File: src/rtl/blink_monitor.sv
`timescale 1ns/100ps
// blink_monitor: measures rising-to-rising period and high time of an
// asynchronous blink line, and flags a line that has stopped toggling.
module blink_monitor #(
    parameter int CNT_W   = 32,
    parameter int TIMEOUT = 50000000
) (
    input  logic             clk,
    input  logic             rst_n,
    input  logic             led_in,
    output logic [CNT_W-1:0] period,
    output logic [CNT_W-1:0] high_time,
    output logic             meas_valid,
    output logic             stuck,
    output logic             stuck_level
);
    localparam logic [1:0] IDLE = 2'd0;
    localparam logic [1:0] HIGH = 2'd1;
    localparam logic [1:0] LOW  = 2'd2;

    localparam logic [CNT_W-1:0] TO_MAX  = CNT_W'(TIMEOUT);
    localparam logic [CNT_W-1:0] TO_LAST = CNT_W'(TIMEOUT - 1);

    logic             s1, s2, d;
    logic             rise, fall, any_edge, timeout_hit;
    logic [CNT_W-1:0] cnt, hi_lat, tcnt;
    logic [1:0]       state;

    function automatic logic [CNT_W-1:0] sat_inc(input logic [CNT_W-1:0] v);
        return (v == {CNT_W{1'b1}}) ? v : v + CNT_W'(1);
    endfunction

    assign rise        = s2 & ~d;
    assign fall        = ~s2 & d;
    assign any_edge    = rise | fall;
    assign timeout_hit = ~any_edge & (tcnt == TO_LAST);

    // Synchronizer stage
    always_ff @(posedge clk or negedge rst_n) begin
        if (!rst_n) begin
            s1 <= 1'b0;
            s2 <= 1'b0;
            d  <= 1'b0;
        end else begin
            s1 <= led_in;
            s2 <= s1;
            d  <= s2;
        end
    end

    // Measurement counters
    always_ff @(posedge clk or negedge rst_n) begin
        if (!rst_n) begin
            cnt    <= '0;
            hi_lat <= '0;
        end else begin
            cnt <= rise ? CNT_W'(1) : sat_inc(cnt);
            if (fall)
                hi_lat <= cnt;
            else if (timeout_hit)
                hi_lat <= '0;
        end
    end

    // Edge timeout stage
    always_ff @(posedge clk or negedge rst_n) begin
        if (!rst_n) begin
            tcnt        <= '0;
            stuck       <= 1'b0;
            stuck_level <= 1'b0;
        end else begin
            if (any_edge)
                tcnt <= '0;
            else if (tcnt != TO_MAX)
                tcnt <= tcnt + CNT_W'(1);

            if (any_edge) begin
                stuck <= 1'b0;
            end else if (timeout_hit) begin
                stuck       <= 1'b1;
                stuck_level <= s2;
            end
        end
    end

    // Period FSM and registered outputs
    always_ff @(posedge clk or negedge rst_n) begin
        if (!rst_n) begin
            state      <= IDLE;
            period     <= '0;
            high_time  <= '0;
            meas_valid <= 1'b0;
        end else begin
            meas_valid <= 1'b0;
            if (timeout_hit) begin
                state <= IDLE;
            end else begin
                case (state)
                    IDLE: if (rise) state <= HIGH;
                    HIGH: if (fall) state <= LOW;
                    LOW: begin
                        if (rise) begin
                            state      <= HIGH;
                            period     <= cnt;
                            high_time  <= hi_lat;
                            meas_valid <= 1'b1;
                        end
                    end
                    default: state <= IDLE;
                endcase
            end
        end
    end

endmodule

File: config.mk
export PLATFORM = sky130hd
export DESIGN_NAME = blink_monitor
export DESIGN_NICKNAME = d
export VERILOG_FILES = /design/src/rtl/blink_monitor.sv
export SDC_FILE = /design/constraint.sdc
export NUM_CORES = 1
export LEC_CHECK = 0
export CORE_AREA = 2 2 187 143
export CTS_CLUSTER_DIAMETER = 40
export CTS_CLUSTER_SIZE = 24
export DETAILED_ROUTE_END_ITERATION = 7
export DIE_AREA = 0 0 189 145
export SYNTH_ARGS = -nofsm -noshare
export SYNTH_HDL_FRONTEND = slang
export SYNTH_SLANG_ARGS = --single-unit
File: constraint.sdc
create_clock -name clk -period 2.7 [get_ports clk]
set_input_delay 0.54 -clock clk [delete_from_list [all_inputs] [get_ports clk]]
set_output_delay 0.54 -clock clk [all_outputs]
set_load 0.1 [all_outputs]
# Word level (Yosys, flattened, before mapping)
# Index checks and enable logic that the tools add are counted.
[word_totals]
word_cells = 53
reg_bits = 168
[classes]
n_eq_ne = 8
mux = 15
reduce_logical = 8
addsub = 2
bitwise = 8
[ops]
columns = ["op", "n"]
rows = [
  ["2-to-1 mux 32 bit", 6],
  ["adder 32 x 1 -> 32 bit, second input constant", 2],
  ["equality test 32 x 26 -> 1 bit, second input constant", 1],
  ["equality test 32 bit, second input constant", 1],
  ["!= test 32 x 26 -> 1 bit, second input constant", 1],
  ["2-to-1 mux 2 bit", 3],
  ["nonzero test 2 bit", 3],
  ["2-to-1 mux 1 bit", 5],
  ["NOT 1 bit", 4],
  ["case mux 2 bit (2 select lines)", 1],
  ["AND reduction 2 bit", 2],
  ["bitwise AND 1 bit", 3],
  ["!= test 3 x 1 -> 1 bit, second input constant", 1],
  ["!= test 3 bit, second input constant", 1],
  ["AND reduction 3 bit", 1],
  ["equality test 2 x 1 -> 1 bit, second input constant", 1],
  ["equality test 2 bit, second input constant", 1],
  ["logical NOT 2 bit", 1],
  ["!= test 2 bit, second input constant", 1],
  ["OR reduction 2 bit", 1],
  ["OR 1 bit", 1],
]

# Longest topological paths before layout
# Gate-level depths: netlist (run 1).
[logic_depth]
ltp_word = 7
ltp_mapped = 9
mapped_depth_nobuf = 7

# Worst setup path before layout (run 1)
# Ideal clock, no wire load.
[synth_timing]
path_kind = "register to register"
start = "reg cnt[0]"
end = "reg cnt[1]"
slack_ns = 0.348
n_path_buf = 3
setup_ns = 0.132
t_required_ns = 2.568
path_stages_with_launch = 10
t_arrival_ns = 2.220
path_cell_list = "dfrtp_1 -> ha_1 -> nand3_1 -> nor4_1 -> and4_1 -> clkbuf_1 -> buf_4 -> buf_4 -> mux2i_1 -> nor2_1"
[synth_via]
elab_chain_cells = 3
[synth_lines]
columns = ["element", "line", "source"]
rows = [
  ["from (decl)", "26", "logic [CNT_W-1:0] cnt, hi_lat, tcnt;"],
  ["from (signal assigned)", "57", "cnt <= rise ? CNT_W'(1) : sat_inc(cnt);"],
  ["adder 32 x 1 -> 32 bit", "30", "return (v == {CNT_W{1'b1}}) ? v : v + CNT_W'(1);"],
  ["2-to-1 mux 32 bit", "30", ""],
  ["2-to-1 mux 32 bit", "57", ""],
]
# Several ways; a longest one is shown, not always the timed one. The select of a mux whose other input is x is not followed.
# A chain may end at the register's enable or synchronous reset.

# Final worst setup path (run 1)
[layout_timing]
start = "reg s2"
end = "reg high_time[27]"
[layout_via]
elab_chain_cells = 7
[layout_lines]
columns = ["element", "line", "source"]
rows = [
  ["from (decl)", "24", "logic s1, s2, d;"],
  ["from (signal assigned)", "42", "s2 <= 1'b0;"],
  ["from (signal assigned)", "46", "s2 <= s1;"],
  ["NOT 1 bit", "34", "assign fall = ~s2 & d;"],
  ["bitwise AND 1 bit", "34", ""],
  ["OR 1 bit", "35", "assign any_edge = rise | fall;"],
  ["NOT 1 bit (no line)", "--", ""],
  ["bitwise AND 1 bit", "36", "assign timeout_hit = ~any_edge & (tcnt == TO_LAST);"],
  ["NOT 1 bit (no line)", "--", ""],
  ["AND reduction 3 bit (no line) *", "--", ""],
  ["to (signal assigned)", "105", "high_time <= hi_lat;"],
  ["to (decl)", "12", "output logic [CNT_W-1:0] high_time,"],
]
# Mark *: on every way between the ends. The rest lies on a longest branch, timed or not.

==> flow_metrics.py, run 1 <==
metrics = {
    "run_status": {
        "status": "completed",
    },
    "route": {
        "wire_per_inst_um": 16.0,
        "via_per_inst": 4.79,
        "drtIter0Drc": 444,
        "vias": 5325,
        "dr.pass1.iters": 5,
        "drt_wl_total_um": 17800,
        "ant_nets": 0,
        "drc": 0,
    },
    "synthesis": {
        "synth_cell_types": 45,
        "synth_flop_cell": "dfrtp_1",
        "synth-edff-count": 0,
        "synthCells": 684,
        "synth_area_leaders": "dfrtp_1 56%, mux2_2 8.9%, o21ai_0 3.4%, nand2_1 3.2%, nand2b_1 3.0%",
        "ys_seq_elements": 168,
        "synthArstFlopShare_pct": 100,
        "syn_nets": 692,
        "synth_top_area_cell": "dfrtp_1",
        "yosysSeqAreaShare_pct": 55.7,
        "yosys.area.top_type_share_pct": 55.7,
        "synth_area_per_cell_um2": 11.0,
        "yosys_warnings": 0,
        "netlist_area_um2": 7550,
    },
    "power": {
        "clkPwrFrac_pct": 42.7,
        "switching_share_pct": 27.8,
        "p_per_area_nw_per_um2": 682,
        "sequentialPowerShare_pct": 43.8,
        "vdd_ir_drop_max_mv": 0.563,
        "p_int_mw": 4.54,
        "p_switching_mw": 1.75,
        "p_leak_nw": 4.14,
        "finalPower_mw": 6.29,
        "combPwrFrac_pct": 13.5,
    },
    "clocking": {
        "cts.sinks": 168,
        "htree_levels": 4,
        "cts_hold_buf": 0,
        "cts-root-buf": "clkbuf_16",
        "clockBufferDepth": 2,
        "ctsResizeCount": 0,
        "cts_buffers": 17,
        "cts_tree": "done",
        "cts.clk_slew.worst_paths_ns": 0.07,
        "post_cts_buffers": 0,
        "clk_latency_ns": 0.42,
    },
    "placement": {
        "io_buffers": 69,
        "place_hpwl_um": 12200,
        "place_ws_ns": 0.238,
        "dpl-instance-area_um2": 8570,
        "dp_cells": 1080,
        "place.gp.congestion": 0.819,
    },
    "timing": {
        "fin_tns_setup_ns": 0,
        "rsz0062_at_grt": "false",
        "setup_viol": 0,
        "hold_viol": 0,
        "setup_slack_ns": 0.229,
        "holdWs_ns": 0.0938,
        "fmax_mhz": 405,
        "slew_violations": 0,
        "timing.final.crit_share_pct": 91.5,
        "skew_ns": 0.0107,
        "tightest_slew_ns": 0.716,
        "fin_crit_ns": 2.47,
        "slew_headroom_pct": 51.8,
    },
    "global_routing": {
        "antenna_found_initial": 0,
        "grt_max_degree": 59,
        "grt_overflow": 0,
        "grt_usage_pct": 13.5,
        "grt_pass1_vias": 5191,
        "grt_pass1_wl_um": 29400,
    },
    "worst_setup_path": {
        "r2r_start": "s2",
        "crit_path_max_fanout": 21,
        "arrival_ns": 2.77,
        "reg2reg_slack_ns": 0.23,
        "crit_type": "reg -> reg",
        "cp-start-kind": "flip-flop",
        "timing.rr.end": "high_time[27]",
        "endpoint_kind": "flip-flop",
        "cp.required_ns": 3.00,
        "r2r_cells": 7,
    },
    "die": {
        "rows": 51,
        "die_y_um": 145,
        "die-width_um": 189,
        "dieArea_um2": 27400,
        "fp.coreArea_um2": 25600,
        "ios": 70,
        "start_util_pct": 29.5,
    },
    "layout": {
        "n_antenna_cell": 0,
        "drive_above_1_share_pct": 24.5,
        "final_cells": 1111,
        "seq_area_um2": 4200,
        "multiInputGateArea_um2": 3160,
        "final_area_um2": 9220,
        "syn2layout_area_growth_pct": 22.1,
        "num-fill-cells": 2496,
        "final_util_pct": 36.0,
        "nets": 763,
    },
    "min_path": {
        "holdCritPathClass": "in -> async",
    },
    "run": {
        "max_cap_violations": 0,
    },
}
==> Yosys cell counts, types with 6 or more instances <==
| cell type | count |
|---|---|
| nor2_1 | 21 |
| o21ai_0 | 51 |
| and2_1 | 19 |
| and4_1 | 6 |
| nor3_1 | 6 |
| mux2i_1 | 6 |
| xor2_1 | 14 |
| nor2b_1 | 8 |
| nand4_1 | 22 |
| a21oi_1 | 19 |
| or3_1 | 15 |
| nand2b_1 | 36 |
| nand2_1 | 65 |
| nand3_1 | 25 |
| o31ai_1 | 7 |
| xnor2_1 | 16 |
| buf_2 | 7 |
| nor4_1 | 17 |
| clkbuf_1 | 27 |
| dfrtp_1 | 168 |
| or4_1 | 8 |
| mux2_2 | 60 |
| inv_1 | 12 |
==> kinds of logic after synthesis <==
logic type	count (synthesis)	synth area share [%]
multiplexers	71	10.5
buffers and inverters	49	2.67
AO/OA/AOI/OAI	92	6.81
flip-flops	168	55.7
adder cells (fa/ha/maj)	5	0.828
XOR/XNOR	30	3.48
AND/OR/NAND/NOR	269	20.1
==> worst max-delay path by stage <==
stage                  start             to  slack (ns)  cells past startpoint
floorplan             cnt[0]         cnt[1]        0.35                      9
global placement      cnt[8]        cnt[31]        0.35                      5
detailed placement        s2  high_time[13]        0.24                      7
CTS                       s2  high_time[16]        0.22                      7
global route        tcnt[19]   high_time[0]        0.08                      6
finish                    s2  high_time[27]        0.23                      7
==> per-layer routing <==
metal	global-route usage (%)	part of all wire, %
met1	21.7	54
met2	18.1	42
met3	3.02	3.7
met4	3.13	0.40
met5	0	0
==> sequential cells by signal, indices dropped and copies added, names as in the netlist <==
| register | count |
|---|---|
| state | 2 |
| meas_valid | 1 |
| d | 1 |
| stuck_level | 1 |
| hi_lat | 32 |
| s1 | 1 |
| tcnt | 32 |
| high_time | 32 |
| stuck | 1 |
| cnt | 32 |
| s2 | 1 |
| period | 32 |
==> power by group through the flow <==
stage | Sequential, mW | Clock (mW) | Combinational [mW]
after floorplan | 3.16 | 0 | 0.227
after global placement | 2.80 | 0 | 0.854
after detailed placement | 2.80 | 0 | 0.862
after CTS | 2.76 | 2.74 | 0.865
after global routing | 2.77 | 2.85 | 0.908
final | 2.76 | 2.69 | 0.851
==> cell type report <==
cell class / instances / area share [%]
clock buffers: 20 / 4.95
clock inverters: 11 / 2.10
inverters: 12 / 0.488
multi-input cells: 467 / 34.2
flip-flops and latches: 168 / 45.6
well taps: 344 / 4.67
repair buffers: 89 / 7.99
==> critical path, cell delays in order, from the launching register on <==
cell and delay [ns]:
dfrtp_1 0.41, inv_1 0.07, ha_2 0.28, nand4_1 0.14
nor4_4 0.07, nor4b_2 0.56, buf_4 0.42, mux2_2 0.38
==> placed cells by master (no fill, tap or decap), drive strengths merged, types with 18 or more instances in the layout <==
| cell | synthesis | routed |
|---|---|---|
| a21oi | 19 | 19 |
| and2 | 20 | 20 |
| buf | 9 | 88 |
| clkbuf | 28 | 20 |
| dfrtp | 168 | 168 |
| mux2 | 65 | 65 |
| nand2 | 65 | 65 |
| nand2b | 36 | 36 |
| nand3 | 25 | 25 |
| nand4 | 24 | 24 |
| nor2 | 21 | 21 |
| nor4 | 18 | 18 |
| o21ai | 51 | 51 |
(Power assumes the default switching activity.)
==> run 2, diff against run 1 <==
- GPL_TIMING_DRIVEN: unset -> 0
==> flow_metrics.py, run 2 (synthesis gave the netlist of run 1 again) <==
metrics = {
    "run_status": {
        "status": "completed",
    },
    "global_routing": {
        "grt_pass1_vias": 5205,
        "grt_pass1_wl_um": 30100,
        "grt_usage_pct": 13.9,
        "grt_max_degree": 109,
        "antenna_found_initial": 0,
        "grt_overflow": 0,
    },
    "clocking": {
        "cts.sinks": 168,
        "htree_levels": 4,
        "cts_hold_buf": 0,
        "clockBufferDepth": 2,
        "cts.clk_slew.worst_paths_ns": 0.07,
        "cts-root-buf": "clkbuf_16",
        "cts_tree": "done",
        "cts_buffers": 17,
        "clk_latency_ns": 0.43,
    },
    "worst_setup_path": {
        "critPathTopFamily": "buffers and inverters",
        "reg2reg_slack_ns": 0.18,
        "cp.depth": 1,
        "crit_path_top_delay_cell": "clkdlybuf4s50_1",
        "arrival_ns": 1.98,
        "cp-start-kind": "flip-flop",
        "path_buf_inv": 1,
        "slowest_delay_ns": 1.16,
        "crit_path_max_fanout": 2,
        "r2r_cells": 5,
        "cp_cell_sequence": "clkdlybuf4s50_1",
        "cp.required_ns": 2.16,
        "crit_type": "reg -> out",
        "endpoint_kind": "output port",
    },
    "die": {
        "fp.coreArea_um2": 25600,
        "rows": 51,
        "ios": 70,
        "dieArea_um2": 27400,
        "die_y_um": 145,
        "start_util_pct": 29.5,
        "die-width_um": 189,
    },
    "placement": {
        "place_ws_ns": -0.468,
        "place_hpwl_um": 12900,
        "place.gp.congestion": 0.820,
        "io_buffers": 69,
    },
    "route": {
        "via_per_inst": 4.85,
        "drtIter0Drc": 369,
        "dr.pass1.iters": 5,
        "wire_per_inst_um": 16.4,
        "drc": 0,
        "topRoutingLayerUsed": "met4",
        "wl_met2_um": 7680,
        "drt_wl_total_um": 18500,
        "met3WireLength_um": 784,
        "ant_nets": 0,
        "vias": 5490,
        "m1WireLength_um": 9910,
    },
    "timing": {
        "slew_violations": 0,
        "fin_crit_ns": 2.52,
        "fin_tns_setup_ns": 0,
        "setup_slack_ns": 0.179,
        "fmax_mhz": 397,
        "slew_headroom_pct": 29.8,
        "skew_ns": 0.0135,
        "timing.final.crit_share_pct": 93.4,
        "setup_viol": 0,
        "rsz0062_at_grt": "false",
        "hold_viol": 0,
        "tightest_slew_ns": 1.05,
        "holdWs_ns": 0.0387,
    },
    "layout": {
        "n_antenna_cell": 0,
        "syn2layout_area_growth_pct": 23.9,
        "layout_commonest_cell": "dfrtp_1",
        "mostFrequentLayoutCells": "168 x dfrtp_1, 68 x clkdlybuf4s50_1, 65 x nand2_1, 60 x mux2_2, 51 x o21ai_0",
        "drive_above_1_share_pct": 15.7,
        "nets": 783,
    },
    "min_path": {
        "holdCritPathClass": "in -> async",
    },
    "power": {
        "p_leak_nw": 3.98,
        "finalPower_mw": 6.05,
        "vdd_ir_drop_max_mv": 0.448,
        "p_per_area_nw_per_um2": 647,
    },
    "run": {
        "max_cap_violations": 0,
    },
}
run 2: cell count changes in the layout (fill, tap and decap cells not counted), moves of 5 or more:
cell,before,now
buf_2,0,7
buf_4,82,7
clkbuf_1,1,23
clkdlybuf4s50_1,1,68
buf_12,5,0
run 2: per-stage QoR:
step	utilization [%]	cell area (um2)	cells
floorplan	-	7550	684
global route	36.6	9360	1132
global placement	33.9	8670	1097
finish	36.6	9360	1132
detailed placement	34.0	8710	1098
CTS	36.4	9320	1130
run 2: cell type report:
cell class	count	area, um2
buffer	35	154
clock buffer	17	425
clock inverter	15	156
fill	2554	16200
inverter	12	45.0
multi-input combinational	467	3190
sequential	168	4200
tap	344	430
timing repair buffer	74	753
run 2: what timing repair did:
action	CTS	global route
buffers inserted	1	3
gates resized for setup	5	8
pin swaps	1	2
setup endpoints to repair	87	66
run 2: where the power goes:
group,total [mW],switching (mW),internal [mW]
Clock,2.42,1.11,1.31
Combinational,0.878,0.649,0.229
Sequential,2.76,0.122,2.64
run 2: per-layer routing:
layer / global-route usage, % / vias up
li1: - / 2600
met1: 22.6 / 2755
met2: 18.6 / 117
met3: 3.12 / 18
met4: 2.54 / 0
met5: 0 / -
run 2: final timing paths:
| check | start | end |
|---|---|---|
| hold / removal | rst_n | high_time[18] |
| min in group clk | s1 | s2 |
| hold reg to reg | s1 | s2 |
| max in group asynchronous | rst_n | high_time[7] |
| setup / recovery | high_time[2] | high_time[2] |
| setup reg to reg | cnt[9] | cnt[31] |
==> run 3, diff against run 2 <==
- SKIP_LAST_GASP: unset -> 1
==> results of run 3 <==
Same layout as run 2: the final DEF is identical, and so are final timing and power.
